### config.mk
export PLATFORM = sky130hd
export DESIGN_NAME = cordiv_is_mc
export DESIGN_NICKNAME = d
export VERILOG_FILES = /design/src/rtl/cordiv_is_mc.sv
export SDC_FILE = /design/constraint.sdc
export NUM_CORES = 1
export LEC_CHECK = 0
export BUFFER_PORTS_ARGS = -buffer_cell sky130_fd_sc_hd__buf_2
export CAP_MARGIN = 20
export CORE_UTILIZATION = 51
export CTS_BUF_LIST = sky130_fd_sc_hd__clkbuf_8
export CTS_CLUSTER_DIAMETER = 30
export DETAILED_ROUTE_END_ITERATION = 6
export PLACE_DENSITY_LB_ADDON = 0.15
export SYNTH_ARGS = -nofsm -noshare
export SYNTH_HDL_FRONTEND = slang
export SYNTH_HIERARCHICAL = 1
export SYNTH_SLANG_ARGS = --single-unit
### constraint.sdc
create_clock -name clk -period 3.8 [get_ports clk]
set_clock_uncertainty 0.1 [all_clocks]
set_input_delay 0.19 -clock clk [delete_from_list [all_inputs] [get_ports clk]]
set_output_delay 0.19 -clock clk [all_outputs]
set_load 0.05 [all_outputs]
### src/rtl/cordiv_is_mc.sv
// cordiv_is_mc: multi-channel stochastic divider with in-stream regeneration.
// Each channel regenerates its dividend/divisor streams through saturating
// up/down estimators (unipolar or bipolar), then divides them with a CORDIV
// shuffle buffer. All channels share randNum and the mode input.

// One channel: two estimators, regeneration compare, shuffle buffer, output.
module cordiv_is_mc_lane #(
    parameter int BW     = 8,
    parameter int DEP    = 4,
    parameter int DEPLOG = 2
) (
    input  logic          clk,
    input  logic          rst,
    input  logic          en,
    input  logic          bipolar,
    input  logic          clr,
    input  logic [BW-1:0] randNum,
    input  logic          dividend,
    input  logic          divisor,
    output logic          quotient
);
    localparam logic [BW-1:0] UMAX = {BW{1'b1}};
    localparam logic [BW-1:0] UMIN = {BW{1'b0}};
    localparam logic [BW-1:0] BMAX = {1'b0, {(BW-1){1'b1}}};
    // Bipolar floor is -(2^(BW-1)-1), keeping |cnt| representable in BW-1 bits.
    localparam logic [BW-1:0] BMIN = {1'b1, {(BW-2){1'b0}}, 1'b1};

    logic [BW-1:0]  r_cd;
    logic [BW-1:0]  r_cv;
    logic [DEP-1:0] r_buf;

    logic [BW-1:0]  w_cd_nxt, w_cv_nxt;
    logic [BW-1:0]  w_md, w_mv;
    logic           w_sd, w_sv, w_rd, w_rv, w_quni, w_q;

    // Saturating step; the limits depend on the current mode.
    function automatic logic [BW-1:0] f_step(input logic [BW-1:0] c,
                                             input logic up,
                                             input logic bip);
        logic [BW-1:0] hi, lo;
        hi = bip ? BMAX : UMAX;
        lo = bip ? BMIN : UMIN;
        if (up) f_step = (c == hi) ? c : c + 1'b1;
        else    f_step = (c == lo) ? c : c - 1'b1;
    endfunction

    // Magnitude used for regeneration: raw count, or |cnt|<<1 in bipolar.
    function automatic logic [BW-1:0] f_mag(input logic [BW-1:0] c,
                                            input logic bip);
        logic [BW-1:0] a;
        a = c[BW-1] ? (~c + 1'b1) : c;
        f_mag = bip ? {a[BW-2:0], 1'b0} : c;
    endfunction

    // Regeneration and CORDIV selection from pre-update state.
    always_comb begin
        w_cd_nxt = f_step(r_cd, dividend, bipolar);
        w_cv_nxt = f_step(r_cv, divisor, bipolar);
        w_md     = f_mag(r_cd, bipolar);
        w_mv     = f_mag(r_cv, bipolar);
        w_sd     = bipolar & r_cd[BW-1];
        w_sv     = bipolar & r_cv[BW-1];
        w_rd     = (w_md > randNum);
        w_rv     = (w_mv > randNum);
        w_quni   = w_rv ? w_rd : r_buf[randNum[DEPLOG-1:0]];
        w_q      = w_quni ^ w_sd ^ w_sv;
    end

    // State update: reset or mode-change clear, otherwise advance on en.
    always_ff @(posedge clk) begin
        if (rst) begin
            r_cd     <= '0;
            r_cv     <= '0;
            r_buf    <= '0;
            quotient <= 1'b0;
        end else if (en) begin
            if (clr) begin
                r_cd     <= '0;
                r_cv     <= '0;
                r_buf    <= '0;
                quotient <= 1'b0;
            end else begin
                r_cd     <= w_cd_nxt;
                r_cv     <= w_cv_nxt;
                if (w_rv) r_buf <= {r_buf[DEP-2:0], w_rd};
                quotient <= w_q;
            end
        end
    end
endmodule

// Top: mode-change detection and the channel array.
module cordiv_is_mc #(
    parameter int BW     = 8,
    parameter int DEP    = 4,
    parameter int DEPLOG = 2,
    parameter int CH     = 2
) (
    input  logic          clk,
    input  logic          rst,
    input  logic          en,
    input  logic          bipolar,
    input  logic [BW-1:0] randNum,
    input  logic [CH-1:0] dividend,
    input  logic [CH-1:0] divisor,
    output logic [CH-1:0] quotient
);
    logic r_mode;
    logic w_clr;

    assign w_clr = (bipolar != r_mode);

    // Mode copy advances only on enabled edges so a toggle made while
    // stalled still produces the clear once en rises.
    always_ff @(posedge clk) begin
        if (rst)     r_mode <= 1'b0;
        else if (en) r_mode <= bipolar;
    end

    for (genvar g = 0; g < CH; g++) begin : g_lane
        cordiv_is_mc_lane #(.BW(BW), .DEP(DEP), .DEPLOG(DEPLOG)) u_lane (
            .clk      (clk),
            .rst      (rst),
            .en       (en),
            .bipolar  (bipolar),
            .clr      (w_clr),
            .randNum  (randNum),
            .dividend (dividend[g]),
            .divisor  (divisor[g]),
            .quotient (quotient[g])
        );
    end
endmodule

* Word-level counts from Yosys, hierarchy flattened
Cells that the tools add are included.
W data, S select, Z words.
** Storage, ports and cells
- Input port bits :: 16
- Word-level logic and storage cells :: 101
- Output and inout bits :: 2
- Bits in registers :: 43
** Cells by class
- Order comparisons :: 5
- $add $sub $neg :: 12
- Bitwise logic cells :: 12
- Equality and inequality tests :: 17
- Reduce and logical (&&, ||, !) cells :: 8
- Muxes and demuxes :: 38
** Operators with widths (count)
- $mux W8 :: 22
- $eq A8 B8 Y1 :: 8
- $add A8 B1 Y8 const B :: 4
- $gt A8 B8 Y1 :: 4
- $sub A8 B1 Y8 const B :: 4
- $add A7 B1 Y7 const B :: 4
- $mux W7 :: 4
- $not A7 Y7 :: 4
- $mux W4 :: 4
- $ne A3 B2 Y1 const B :: 4
- $ne A3 B3 Y1 const B :: 4
- $reduce_and A3 Y1 :: 4
- $mux W1 :: 6
- $and A1 B1 Y1 :: 4
- $bmux W1 S2 :: 2
- $reduce_and A2 Y1 :: 2
- $reduce_bool A2 Y1 :: 2
- $xor A1 B1 Y1 :: 4
- $lt A2 B3 Y1 const B :: 1
- $ne A1 B1 Y1 :: 1

* Logic depth before layout (Yosys ltp)
Gate-level depths: netlist (run 1).
- Word-level depth :: 9
- Depth in mapped cells :: 14
- Gate-level depth less buffers :: 14

* By module
Netlist (run 1), hierarchy kept.
** Modules (own cells, without submodules)
- cordiv_is_mc_lane (g_lane[0].u_lane) :: cells an instance 308, times used 1, area each 2448.6 sq um, sequential area each 420.4 sq um
- cordiv_is_mc_lane (g_lane[1].u_lane) :: cells an instance 296, times used 1, area each 2314.7 sq um, sequential area each 420.4 sq um
- cordiv_is_mc :: cells an instance 4, times used 1, area each 42.5 sq um, sequential area each 20.0 sq um

* Worst setup path after synthesis (run 1)
OpenSTA, ideal clock, no wires.
- Path type :: reg-to-reg
- Start :: register g_lane[1].u_lane.r_cv[0]
- End :: register g_lane[1].u_lane.quotient
- Stages on the path, launching flop included :: 13
- Library setup time :: 0.101 ns
- Slack :: 0.945 ns
- Arrival time :: 2.654 ns
- Period minus slack after synthesis :: 2.855 ns
- Buffers on the path :: 0
- Cells stage by stage :: dfxtp_1 > inv_1 > ha_1 > nor2b_1 > xnor2_1 > a21oi_1 > ha_1 > and3_1 > a221o_1 > a22oi_1 > mux2i_1 > xnor2_1 > o41ai_1
** On the way
- Longest elaborated chain between the ends :: 9
** RTL lines
- from (decl) :: RTL line 29 : logic [BW-1:0] r_cv;
- from (signal assigned) :: RTL line 84 : r_cv <= w_cv_nxt;
- $not A7 Y7 :: RTL line 51 : a = c[BW-1] ? (~c + 1'b1) : c;
- $add A7 B1 Y7 :: RTL line 51
- $mux W7 :: RTL line 51
- $mux W8 * :: RTL line 52 : f_mag = bip ? {a[BW-2:0], 1'b0} : c;
- $gt A8 B8 Y1 * :: RTL line 64 : w_rv = (w_mv > randNum);
- $mux W1 * :: RTL line 65 : w_quni = w_rv ? w_rd : r_buf[randNum[DEPLOG-1:0]];
- $xor A1 B1 Y1 * (2 in a row) :: RTL line 66 : w_q = w_quni ^ w_sd ^ w_sv;
- $mux W1 * :: RTL line 77 : if (clr) begin
- to (signal assigned) :: RTL line 86 : quotient <= w_q;
- to (decl) :: RTL line 20 : output logic quotient
Mark *: on every way between the ends. The rest lies on a longest branch, timed or not.
A chain may end at the register's enable or synchronous reset.

* Worst setup path after layout (run 1)
Ends and elaborated chain as after synthesis.

==> reports/metrics.yaml, run 1 <==
status:
  status: "complete, no violations"
sta:
  fin_crit_sh_pct: 84.6
  tightest_slew_ns: 0.532
  setup_violations: 0
  rsz0062_at_grt: "no"
  max_clock_freq_mhz: 311
  finalHoldWorstSlack_ns: 0.260
  slew_violations: 0
  setup-tns-final_ns: 0
  hold_violations: 0
  max_slew_margin_pct: 64.4
  period_needed_ns: 3.21
grt:
  first_global_vias: 4198
  gr-total-overflow: 0
  grt_util_all_layers_pct: 24.4
  grt_pass1_wl_um: 19500
  antenna_found_initial: 0
  grt_start_max_net_pins: 53
route:
  vias_per_cell: 5.90
  drc: 0
  drt-initial-drc-count: 123
  ant_nets: 0
  drt-total-wl_um: 11200
  via_count: 4279
  dr.pass1.iters: 5
  routedWlPerCell_um: 15.5
cells_and_area:
  layout_common_cells: "72 x ha_1, 68 x nor2_1, 51 x a21oi_1"
  final_common_cell: "ha_1"
  nets: 705
  nFillCells: 891
  drive_gt1_share_pct: 7.65
  syn_to_final_growth_pct: 6.20
  antenna_cells: 0
yosys:
  synth_top_area_share_pct: 18.7
  yosysUniqueCellTypes: 66
  synthTopCellsByArea: "ha_1 19%, dfxtp_1 18%, a21oi_1 5.3%, nor2_1 5.3%, mux2i_1 4.0%"
  ys_warn_count: 6
  avgSynthCellArea_sq_um: 7.90
  synth.largest_area_cell: "ha_1"
  syn_inst: 608
  syn-num-nets: 700
  seq_area_frac_synth_pct: 17.9
  synth_ff_type: "dfxtp_1"
  ys_ff_latch: 43
  syn-cell-area_sq_um: 4810
  ys_async_sr_fraction_pct: 0
  synth-edff-count: 0
floorplan:
  rows: 35
  start_util_pct: 52.3
  pin_count: 18
  die_area_sq_um: 9820
  die_h_um: 99.1
  core_sq_um: 9200
  die_w_um: 99.1
hold_path:
  hold_path_startpoint: "rst"
  worstHoldPathType: "input pin to register"
clock_tree:
  clkSinkCount: 43
  cts_tree: "yes"
  clockBufferDepth: 2
  postCtsHoldBufs: 0
  clk_latency_ns: 0.30
  cts.clk_slew.worst_paths_ns: 0.09
  cts_buffers: 5
  cts-root-buf: "clkbuf_8"
  cts_max_level: 2
  cts_resized: 0
  postCtsSetupBuffers: 0
worst_setup_path:
  cp-startpoint: "g_lane[1].u_lane/r_cv[0]$_SDFFE_PP0P_"
  worstPathMaxFanout: 8
  ff2ff_path_depth: 12
  cp-start-kind: "register"
  cp_data_arrival_time_ns: 3.31
  worst-r2r-setup-slack_ns: 0.59
  cp-endpoint: "g_lane[1].u_lane/quotient$_SDFFE_PP0P_"
  r2r_start: "g_lane[1].u_lane/r_cv[0]$_SDFFE_PP0P_"
  endpoint_kind: "register"
  r2r-end: "g_lane[1].u_lane/quotient$_SDFFE_PP0P_"
  critPathKind: "register to register"
  cp.required_ns: 3.90
power_and_ir_drop:
  ir_drop_mv: 0.229
  p_per_area_nw_per_um2: 301
  leakagePower_uw: 0.00225
placement:
  numPortBuffers: 17
  hpwl_um: 8590
  routabilityCongestion: 0.813
run:
  maxCapViolations: 0
per-layer routing:
layer	up-vias	track usage, %	part of all wire [%]
met4	0	7.92	1.7
met5	-	0	0
met2	58	42.8	48
met3	17	2.41	3.4
met1	1988	31.5	47
li1	2216	-	-
area by class of cell:
| cell class | count | area (sq um) | area share, % |
|---|---|---|---|
| clock inverters | 3 | 67.6 | 1.32 |
| clock buffers | 5 | 68.8 | 1.35 |
| inverters | 40 | 150 | 2.94 |
| repair buffers | 21 | 115 | 2.26 |
| flip-flops and latches | 43 | 861 | 16.9 |
| well taps | 111 | 139 | 2.72 |
| multi-input cells | 502 | 3700 | 72.5 |
cells by family (layout without fill, tap and decap cells):
logic type	after synthesis	after routing	synth area share, %
AND/OR/NAND/NOR	219	219	23.7
AO/OA/AOI/OAI	156	156	22.4
adder cells (fa/ha/maj)	76	76	20.4
buffers and inverters	63	69	5.21
flip-flops	43	43	17.9
XOR/XNOR	30	30	5.47
multiplexers	21	21	4.89
flip-flops by register name, summed over array words and instances, names as in the netlist:
signal / count
g_lane.u_lane/r_cd: 16
g_lane.u_lane/r_cv: 16
g_lane.u_lane/r_buf: 8
g_lane.u_lane/quotient: 2
r_mode: 1
per-stage QoR:
stage | worst slack (ns) | utilization (%) | total power [uW] | cells | area, sq um
after floorplan | 0.945 | - | 983 | 608 | 4810
after global placement | 0.772 | 54.0 | 1090 | 717 | 4970
after detailed placement | 0.657 | 54.0 | 1110 | 717 | 4970
after CTS | 0.575 | 55.5 | 1550 | 725 | 5100
after global routing | 0.275 | 55.5 | 1650 | 725 | 5100
final | 0.587 | 55.5 | 1540 | 725 | 5100
worst min path at each step:
| stage | endpoint | slack, ns | cells after the start |
|---|---|---|---|
| 5_1_grt | g_lane[0].u_lane/r_buf[0]$_SDFFE_PP0P_ | 0.29 | 3 |
| 3_5_place_dp | g_lane[1].u_lane/quotient$_SDFFE_PP0P_ | 0.36 | 2 |
| 2_1_floorplan | r_mode$_SDFFE_PP0P_ | 0.16 | 1 |
| 6_report | g_lane[0].u_lane/r_buf[0]$_SDFFE_PP0P_ | 0.26 | 3 |
| 4_1_cts | g_lane[0].u_lane/r_buf[0]$_SDFFE_PP0P_ | 0.24 | 3 |
| 3_3_place_gp | g_lane[1].u_lane/quotient$_SDFFE_PP0P_ | 0.35 | 2 |
worst max-delay path, cell delays in order (launching register included):
cell     delay (ns)
dfxtp_1        0.47
inv_1          0.14
ha_1           0.26
nor2b_1        0.16
xnor2_1        0.15
a21oi_1        0.11
ha_1           0.32
and3_1         0.20
a221o_1        0.35
a22oi_1        0.28
mux2i_1        0.26
xnor2_1        0.08
o41ai_1        0.24
cells in the mapped netlist (6+ instances only):
cell type and n:
ha_1 72, nor2_1 68, a21oi_1 51, dfxtp_1 43, nand2_1 41, inv_1 39, nor2b_1 21, mux2i_1 19
o21a_1 19, o21ai_0 18, xor2_1 17, clkbuf_1 16, nand4_1 16, nor3_1 15, a21o_1 13, nand3_1 13
xnor2_1 13, nand2b_1 8, o31ai_1 7, a22oi_1 6
report_power, final:
part,internal (uW),total (uW),switching [uW],leakage (uW)
combinational,248,563,315,0.00183
sequential,479,542,63.5,0.000350
clock,262,431,168,0.0000644
No activity file was read; power rests on OpenSTA's default activity.
==> run 2: changes to the inputs <==
==> constraint.sdc (replaced) <==
create_clock -name clk -period 2.7 [get_ports clk]
set_clock_uncertainty 0.1 [all_clocks]
set_input_delay 0.135 -clock clk [delete_from_list [all_inputs] [get_ports clk]]
set_output_delay 0.135 -clock clk [all_outputs]
set_load 0.05 [all_outputs]
==> reports/metrics.yaml, run 2 (synthesized netlist as in run 1, its figures left out) <==
grt:
  grt_util_all_layers_pct: 24.5  # +0.068 points
  grt_start_max_net_pins: 32  # -40%
  antenna_found_initial: 0  # unchanged
  grt_pass1_wl_um: 19600  # +0.50%
  first_global_vias: 4244  # +1.1%
  gr-total-overflow: 0  # unchanged
route:
  dr.pass1.iters: 4  # -1
  via_count: 4478  # +4.7%
  routedWlPerCell_um: 15.5  # +0.12%
  vias_per_cell: 5.79  # -2.0%
  drc: 0  # unchanged
  ant_nets: 0  # unchanged
  drt-initial-drc-count: 159  # +29%
  drt-total-wl_um: 12000  # +6.9%
cells_and_area:
  final_common_cell: "ha_1"
  nFillCells: 858  # -3.7%
  nets: 754  # +7.0%
  syn_to_final_growth_pct: 16.9
  top_regs: "g_lane.u_lane/r_cd x16, g_lane.u_lane/r_cv x16, g_lane.u_lane/r_buf x8"
  layout_common_cells: "69 x ha_1, 66 x nor2_1, 53 x buf_4"
  drive_gt1_share_pct: 20.5  # +13 points
  antenna_cells: 0  # unchanged
status:
  failed_checks: "setup timing"
  status: "finished, violations left"
worst_setup_path:
  worstPathMaxFanout: 3  # -5
  critPathKind: "register to register"
  endpoint_kind: "register"
  cp-start-kind: "register"
  cp.required_ns: 2.80  # -1.10 ns
  cp_data_arrival_time_ns: 2.89  # -0.42 ns
hold_path:
  worstHoldPathType: "input pin to register"
clock_tree:
  cts.clk_slew.worst_paths_ns: 0.09  # about the same
  cts_buffers: 5  # unchanged
  cts_tree: "yes"
  cts-root-buf: "clkbuf_8"
  clkSinkCount: 43  # unchanged
  clk_latency_ns: 0.30  # about the same
  clockBufferDepth: 2  # unchanged
  cts_max_level: 2  # unchanged
run:
  maxCapViolations: 0  # unchanged
sta:
  period_needed_ns: 2.78  # -0.430 ns
  hold_violations: 0  # unchanged
  rsz0062_at_grt: "yes"
  setup_slack_ns: -0.0826  # -0.670 ns
  setup-tns-final_ns: -0.293  # -0.293 ns
  fin_crit_sh_pct: 103  # +19 points
  max_slew_margin_pct: 59.9  # -4.5 points
  tightest_slew_ns: 0.601  # +0.0686 ns
  max_clock_freq_mhz: 359  # +15%
  finalHoldWorstSlack_ns: 0.148  # -0.112 ns
  slew_violations: 0  # unchanged
  setup_violations: 6  # +6
floorplan:
  die_h_um: 99.1  # unchanged
  core_sq_um: 9200  # unchanged
  die_area_sq_um: 9820  # unchanged
  pin_count: 18  # unchanged
  start_util_pct: 52.3  # unchanged
  rows: 35  # unchanged
  die_w_um: 99.1  # unchanged
power_and_ir_drop:
  p_per_area_nw_per_um2: 380  # +26%
  leakagePower_uw: 0.00251  # +12%
  ir_drop_mv: 0.213  # -6.6%
placement:
  dpl_worst_slack_ns: -0.126  # -0.783 ns
  routabilityCongestion: 0.868  # +6.7%
  hpwl_um: 9180  # +6.9%
  numPortBuffers: 17  # unchanged
run 2: cell count changes in the layout (fill, tap and decap cells not counted), moves of 3 or more:
cell and delta:
o32ai_2 +4, inv_2 +3, ha_1 -3, a21oi_2 +4, a21oi_1 -4, dfxtp_1 -6
o21ai_1 +5, o21ai_0 -6, o31ai_1 -3, o32ai_1 -4, dfxtp_2 +4, buf_4 +49
run 2: final cells by class:
| cell class | count | area [sq um] | area share, % |
|---|---|---|---|
| clock buffer | 5 | 68.8 | 1.22 |
| clock inverter | 3 | 12.5 | 0.223 |
| inverter | 40 | 153 | 2.72 |
| multi-input combinational | 502 | 3890 | 69.2 |
| sequential | 43 | 873 | 15.5 |
| tap | 111 | 139 | 2.47 |
| timing repair buffer | 70 | 483 | 8.59 |
run 2: path summary, 6_finish.rpt:
check / start / slack [ns] / endpoint / cells past startpoint
hold reg to reg: g_lane[1].u_lane/quotient$_SDFFE_PP0P_ / 0.38 / g_lane[1].u_lane/quotient$_SDFFE_PP0P_ / 2
setup reg to reg: g_lane[1].u_lane/r_cv[2]$_SDFFE_PP0P_ / -0.08 / g_lane[1].u_lane/quotient$_SDFFE_PP0P_ / 11
setup / recovery: g_lane[1].u_lane/r_cv[2]$_SDFFE_PP0P_ / -0.08 / g_lane[1].u_lane/quotient$_SDFFE_PP0P_ / 11
hold / removal: en / 0.15 / g_lane[1].u_lane/r_cv[2]$_SDFFE_PP0P_ / 4
run 2: worst max-delay path: stages (launching register included):
cell,delay (ns)
dfxtp_2,0.33
or3_4,0.41
o31ai_4,0.19
xor2_1,0.20
a21oi_2,0.09
ha_1,0.29
and4_4,0.22
nand3_2,0.08
a22oi_2,0.23
mux2i_1,0.26
xnor2_1,0.08
o41ai_1,0.22
run 2: through the flow:
| step | area (sq um) | util [%] | power (uW) | std cells |
|---|---|---|---|---|
| floorplan | 4830 | - | 1390 | 608 |
| global placement | 5340 | 58.1 | 1640 | 764 |
| detailed placement | 5340 | 58.1 | 1670 | 764 |
| CTS | 5450 | 59.3 | 2100 | 772 |
| global route | 5620 | 61.1 | 2300 | 774 |
| finish | 5620 | 61.1 | 2140 | 774 |
run 2: metal layers:
metal	GRT usage, %	vias to the layer above	routed length, um
met2	44.1	52	5910
li1	-	2305	-
met3	2.34	7	290
met5	0	-	0
met4	4.41	0	85
met1	32.0	2114	5680
run 2: timing repair:
action,in CTS,in global routing
hold buffers,0,0
setup endpoints to repair,6,10
gates resized for setup,6,43
setup buffers,0,2
pin swaps,4,22
run 2: power breakdown:
| part | switching [uW] | leakage (uW) | internal, uW |
|---|---|---|---|
| clock network | 233 | 0.0000505 | 175 |
| logic | 539 | 0.00210 | 464 |
| registers | 53.1 | 0.000353 | 674 |
| total | 825 | 0.00251 | 1310 |
==> run 3: changes to the inputs <==
--- a/config.mk
+++ b/config.mk
@@ -11,7 +11,9 @@
 export CTS_BUF_LIST = sky130_fd_sc_hd__clkbuf_8
 export CTS_CLUSTER_DIAMETER = 30
 export DETAILED_ROUTE_END_ITERATION = 6
+export GPL_TIMING_DRIVEN = 0
 export PLACE_DENSITY_LB_ADDON = 0.15
+export REMOVE_ABC_BUFFERS = 1
 export SYNTH_ARGS = -nofsm -noshare
 export SYNTH_HDL_FRONTEND = slang
 export SYNTH_HIERARCHICAL = 1
==> reports/metrics.yaml, run 3 (synthesized netlist as in run 1, its figures left out) <==
sta:
  period_needed_ns: 2.92  # +0.134 ns
  rsz0062_at_grt: "yes"
  max_clock_freq_mhz: 343  # -4.6%
  slew_violations: 0  # unchanged
  fin_crit_sh_pct: 108  # +5.0 points
  hold_violations: 0  # unchanged
  tightest_slew_ns: 1.01  # +0.414 ns
  finalHoldWorstSlack_ns: 0.202  # +0.0543 ns
  max_slew_margin_pct: 32.2  # -28 points
  setup_slack_ns: -0.217  # -0.134 ns
  setup_violations: 10  # +4
cells_and_area:
  post-route-util_pct: 57.8  # -3.3 points
  nFillCells: 847  # -1.3%
  nets: 712  # -5.6%
  final_common_cell: "ha_1"
  antenna_cells: 0  # unchanged
  seq_area_sq_um: 896  # +2.6%
  top_regs: "g_lane.u_lane/r_cd x16, g_lane.u_lane/r_cv x16, g_lane.u_lane/r_buf x8"
  multi_input_comb_area_sq_um: 3850  # -0.93%
  drive_gt1_share_pct: 14.7  # -5.9 points
  final-instance-count-excl-fill: 732  # -5.4%
  final_area_sq_um: 5310  # -5.5%
  layout_common_cells: "69 x ha_1, 67 x nor2_1, 49 x a21oi_1"
  syn_to_final_growth_pct: 10.5
power_and_ir_drop:
  seq_power_share_pct: 36.2  # +2.2 points
  p_switching_uw: 801  # -2.9%
  leakagePower_uw: 0.00230  # -8.4%
  clockPowerShare_pct: 22.3  # +3.2 points
  swShare_pct: 38.3  # -0.31 points
  pwr-share-comb_pct: 41.5  # -5.4 points
  p_int_uw: 1290  # -1.6%
  p_per_area_nw_per_um2: 394  # +3.5%
  ir_drop_mv: 0.243  # +14%
route:
  drt-initial-drc-count: 175  # +10%
  vias_per_cell: 5.93  # +2.5%
  drt-total-wl_um: 11300  # -5.3%
  dr.pass1.iters: 4  # unchanged
  drc: 0  # unchanged
  via_count: 4339  # -3.1%
  routedWlPerCell_um: 15.5  # +0.17%
  ant_nets: 0  # unchanged
placement:
  dpl_worst_slack_ns: -0.554  # -0.429 ns
  placed_cells: 713  # -6.7%
  numPortBuffers: 17  # unchanged
  placed_cell_area_sq_um: 4950  # -7.3%
  routabilityCongestion: 0.857  # -1.3%
  hpwl_um: 8220  # -10%
clock_tree:
  cts_buffers: 5  # unchanged
  cts_max_level: 2  # unchanged
  cts-root-buf: "clkbuf_8"
  cts.clk_slew.worst_paths_ns: 0.09  # about the same
  clkSinkCount: 43  # unchanged
  clockBufferDepth: 2  # unchanged
  cts_tree: "yes"
  clk_latency_ns: 0.30  # about the same
  postCtsHoldBufs: 0  # unchanged
floorplan:
  rows: 35  # unchanged
  die_w_um: 99.1  # unchanged
  core_sq_um: 9200  # unchanged
  die_h_um: 99.1  # unchanged
  start_util_pct: 52.3  # unchanged
  die_area_sq_um: 9820  # unchanged
  pin_count: 18  # unchanged
worst_setup_path:
  r2r_start: "g_lane[1].u_lane/r_cv[2]$_SDFFE_PP0P_"
  endpoint_kind: "register"
  crit_slowest_cell: "or3_4"
  cp_cell_sequence: "or3_4, o31ai_4, xor2_1, a21oi_2, ha_1, and4_1, nand3_2, a22oi_2, mux2i_1, xnor2_1, o41ai_1"
  cp_data_arrival_time_ns: 3.02  # +0.13 ns
  cpPeakStageDelay_ns: 0.41  # about the same
  cp-start-kind: "register"
  ff2ff_path_depth: 11  # unchanged
  cp.required_ns: 2.80  # about the same
  critPathKind: "register to register"
  worstPathMaxFanout: 4  # +1
  worst-r2r-setup-slack_ns: -0.22  # -0.13 ns
  r2r-end: "g_lane[1].u_lane/quotient$_SDFFE_PP0P_"
run:
  maxCapViolations: 0  # unchanged
grt:
  gr-total-overflow: 0  # unchanged
  grt_start_max_net_pins: 61  # +91%
  grt_util_all_layers_pct: 24.5  # +0.064 points
  first_global_vias: 4142  # -2.4%
  antenna_found_initial: 0  # unchanged
  grt_pass1_wl_um: 19700  # +0.74%
hold_path:
  hold_end: "g_lane[0].u_lane/r_cd[7]$_SDFFE_PP0P_"
  hold_depth: 4  # unchanged
  hold_path_startpoint: "dividend[0]"
  worstHoldPathType: "input pin to register"
status:
  failed_checks: "setup timing"
  status: "finished, violations left"
run 3: changes by cell type in the layout (fill, tap and decap cells not counted), sizes merged:
cell / change
clkinv: -1
buf: -43
clkbuf: +3
inv: -1
run 3: worst max path at each step:
| stage | end | start | slack (ns) | depth (start not counted) |
|---|---|---|---|---|
| 6_report | g_lane[1].u_lane/quotient$_SDFFE_PP0P_ | g_lane[1].u_lane/r_cv[2]$_SDFFE_PP0P_ | -0.22 | 11 |
| 5_1_grt | g_lane[1].u_lane/quotient$_SDFFE_PP0P_ | g_lane[1].u_lane/r_cv[2]$_SDFFE_PP0P_ | -0.45 | 11 |
| 4_1_cts | g_lane[1].u_lane/quotient$_SDFFE_PP0P_ | g_lane[1].u_lane/r_cv[2]$_SDFFE_PP0P_ | -0.16 | 11 |
| 3_5_place_dp | g_lane[1].u_lane/quotient$_SDFFE_PP0P_ | g_lane[1].u_lane/r_cv[0]$_SDFFE_PP0P_ | -0.55 | 12 |
| 3_3_place_gp | g_lane[0].u_lane/r_cv[5]$_SDFFE_PP0P_ | bipolar | -1.47 | 6 |
| 2_1_floorplan | g_lane[1].u_lane/quotient$_SDFFE_PP0P_ | g_lane[1].u_lane/r_cv[0]$_SDFFE_PP0P_ | -0.14 | 12 |
run 3: power groups by stage:
| stage | Sequential [uW] | Clock (uW) | Combinational [uW] |
|---|---|---|---|
| finish | 757 | 467 | 869 |
| CTS | 754 | 483 | 846 |
| detailed placement | 777 | 0 | 782 |
| global route | 766 | 506 | 982 |
| floorplan | 752 | 0 | 603 |
| global placement | 774 | 0 | 755 |
run 3: worst max-delay path: cells and delay by family, from the launching register on:
family,cells,cell delay [ns]
AOI/OAI and AO/OA,4,0.75
adders and majority gates,1,0.31
xor gates and xnor gates,2,0.31
and+or+nand+nor,3,0.71
muxes,1,0.28
DFF,1,0.35
run 3: routing by layer:
metal | up-vias | part of all wire [%] | GRT usage, %
li1 | 2229 | - | -
met1 | 2008 | 49 | 33.2
met2 | 83 | 46 | 41.4
met3 | 19 | 3.3 | 2.70
met4 | 0 | 1.6 | 6.79
met5 | - | 0 | 0
run 3: repair_timing:
item	in CTS	in global routing
pin swaps	12	7
gates resized for setup	43	15
buffers inserted	10	1
endpoints found under the setup margin	10	24
run 3: cell type report:
cell class,count,share of cell area [%]
Sequential cell,43,16.9
Timing Repair Buffer,28,3.27
Tap cell,111,2.61
Multi-Input combinational cell,502,72.5
Clock buffer,7,1.81
Clock inverter,1,0.0707
Inverter,40,2.83
run 3: metrics by stage:
| step | total power (uW) | TNS (ns) |
|---|---|---|
| floorplan | 1350 | -0.307 |
| global placement | 1530 | -49.02 |
| detailed placement | 1560 | -5.90 |
| CTS | 2080 | -0.811 |
| global route | 2250 | -2.84 |
| finish | 2090 | -0.922 |
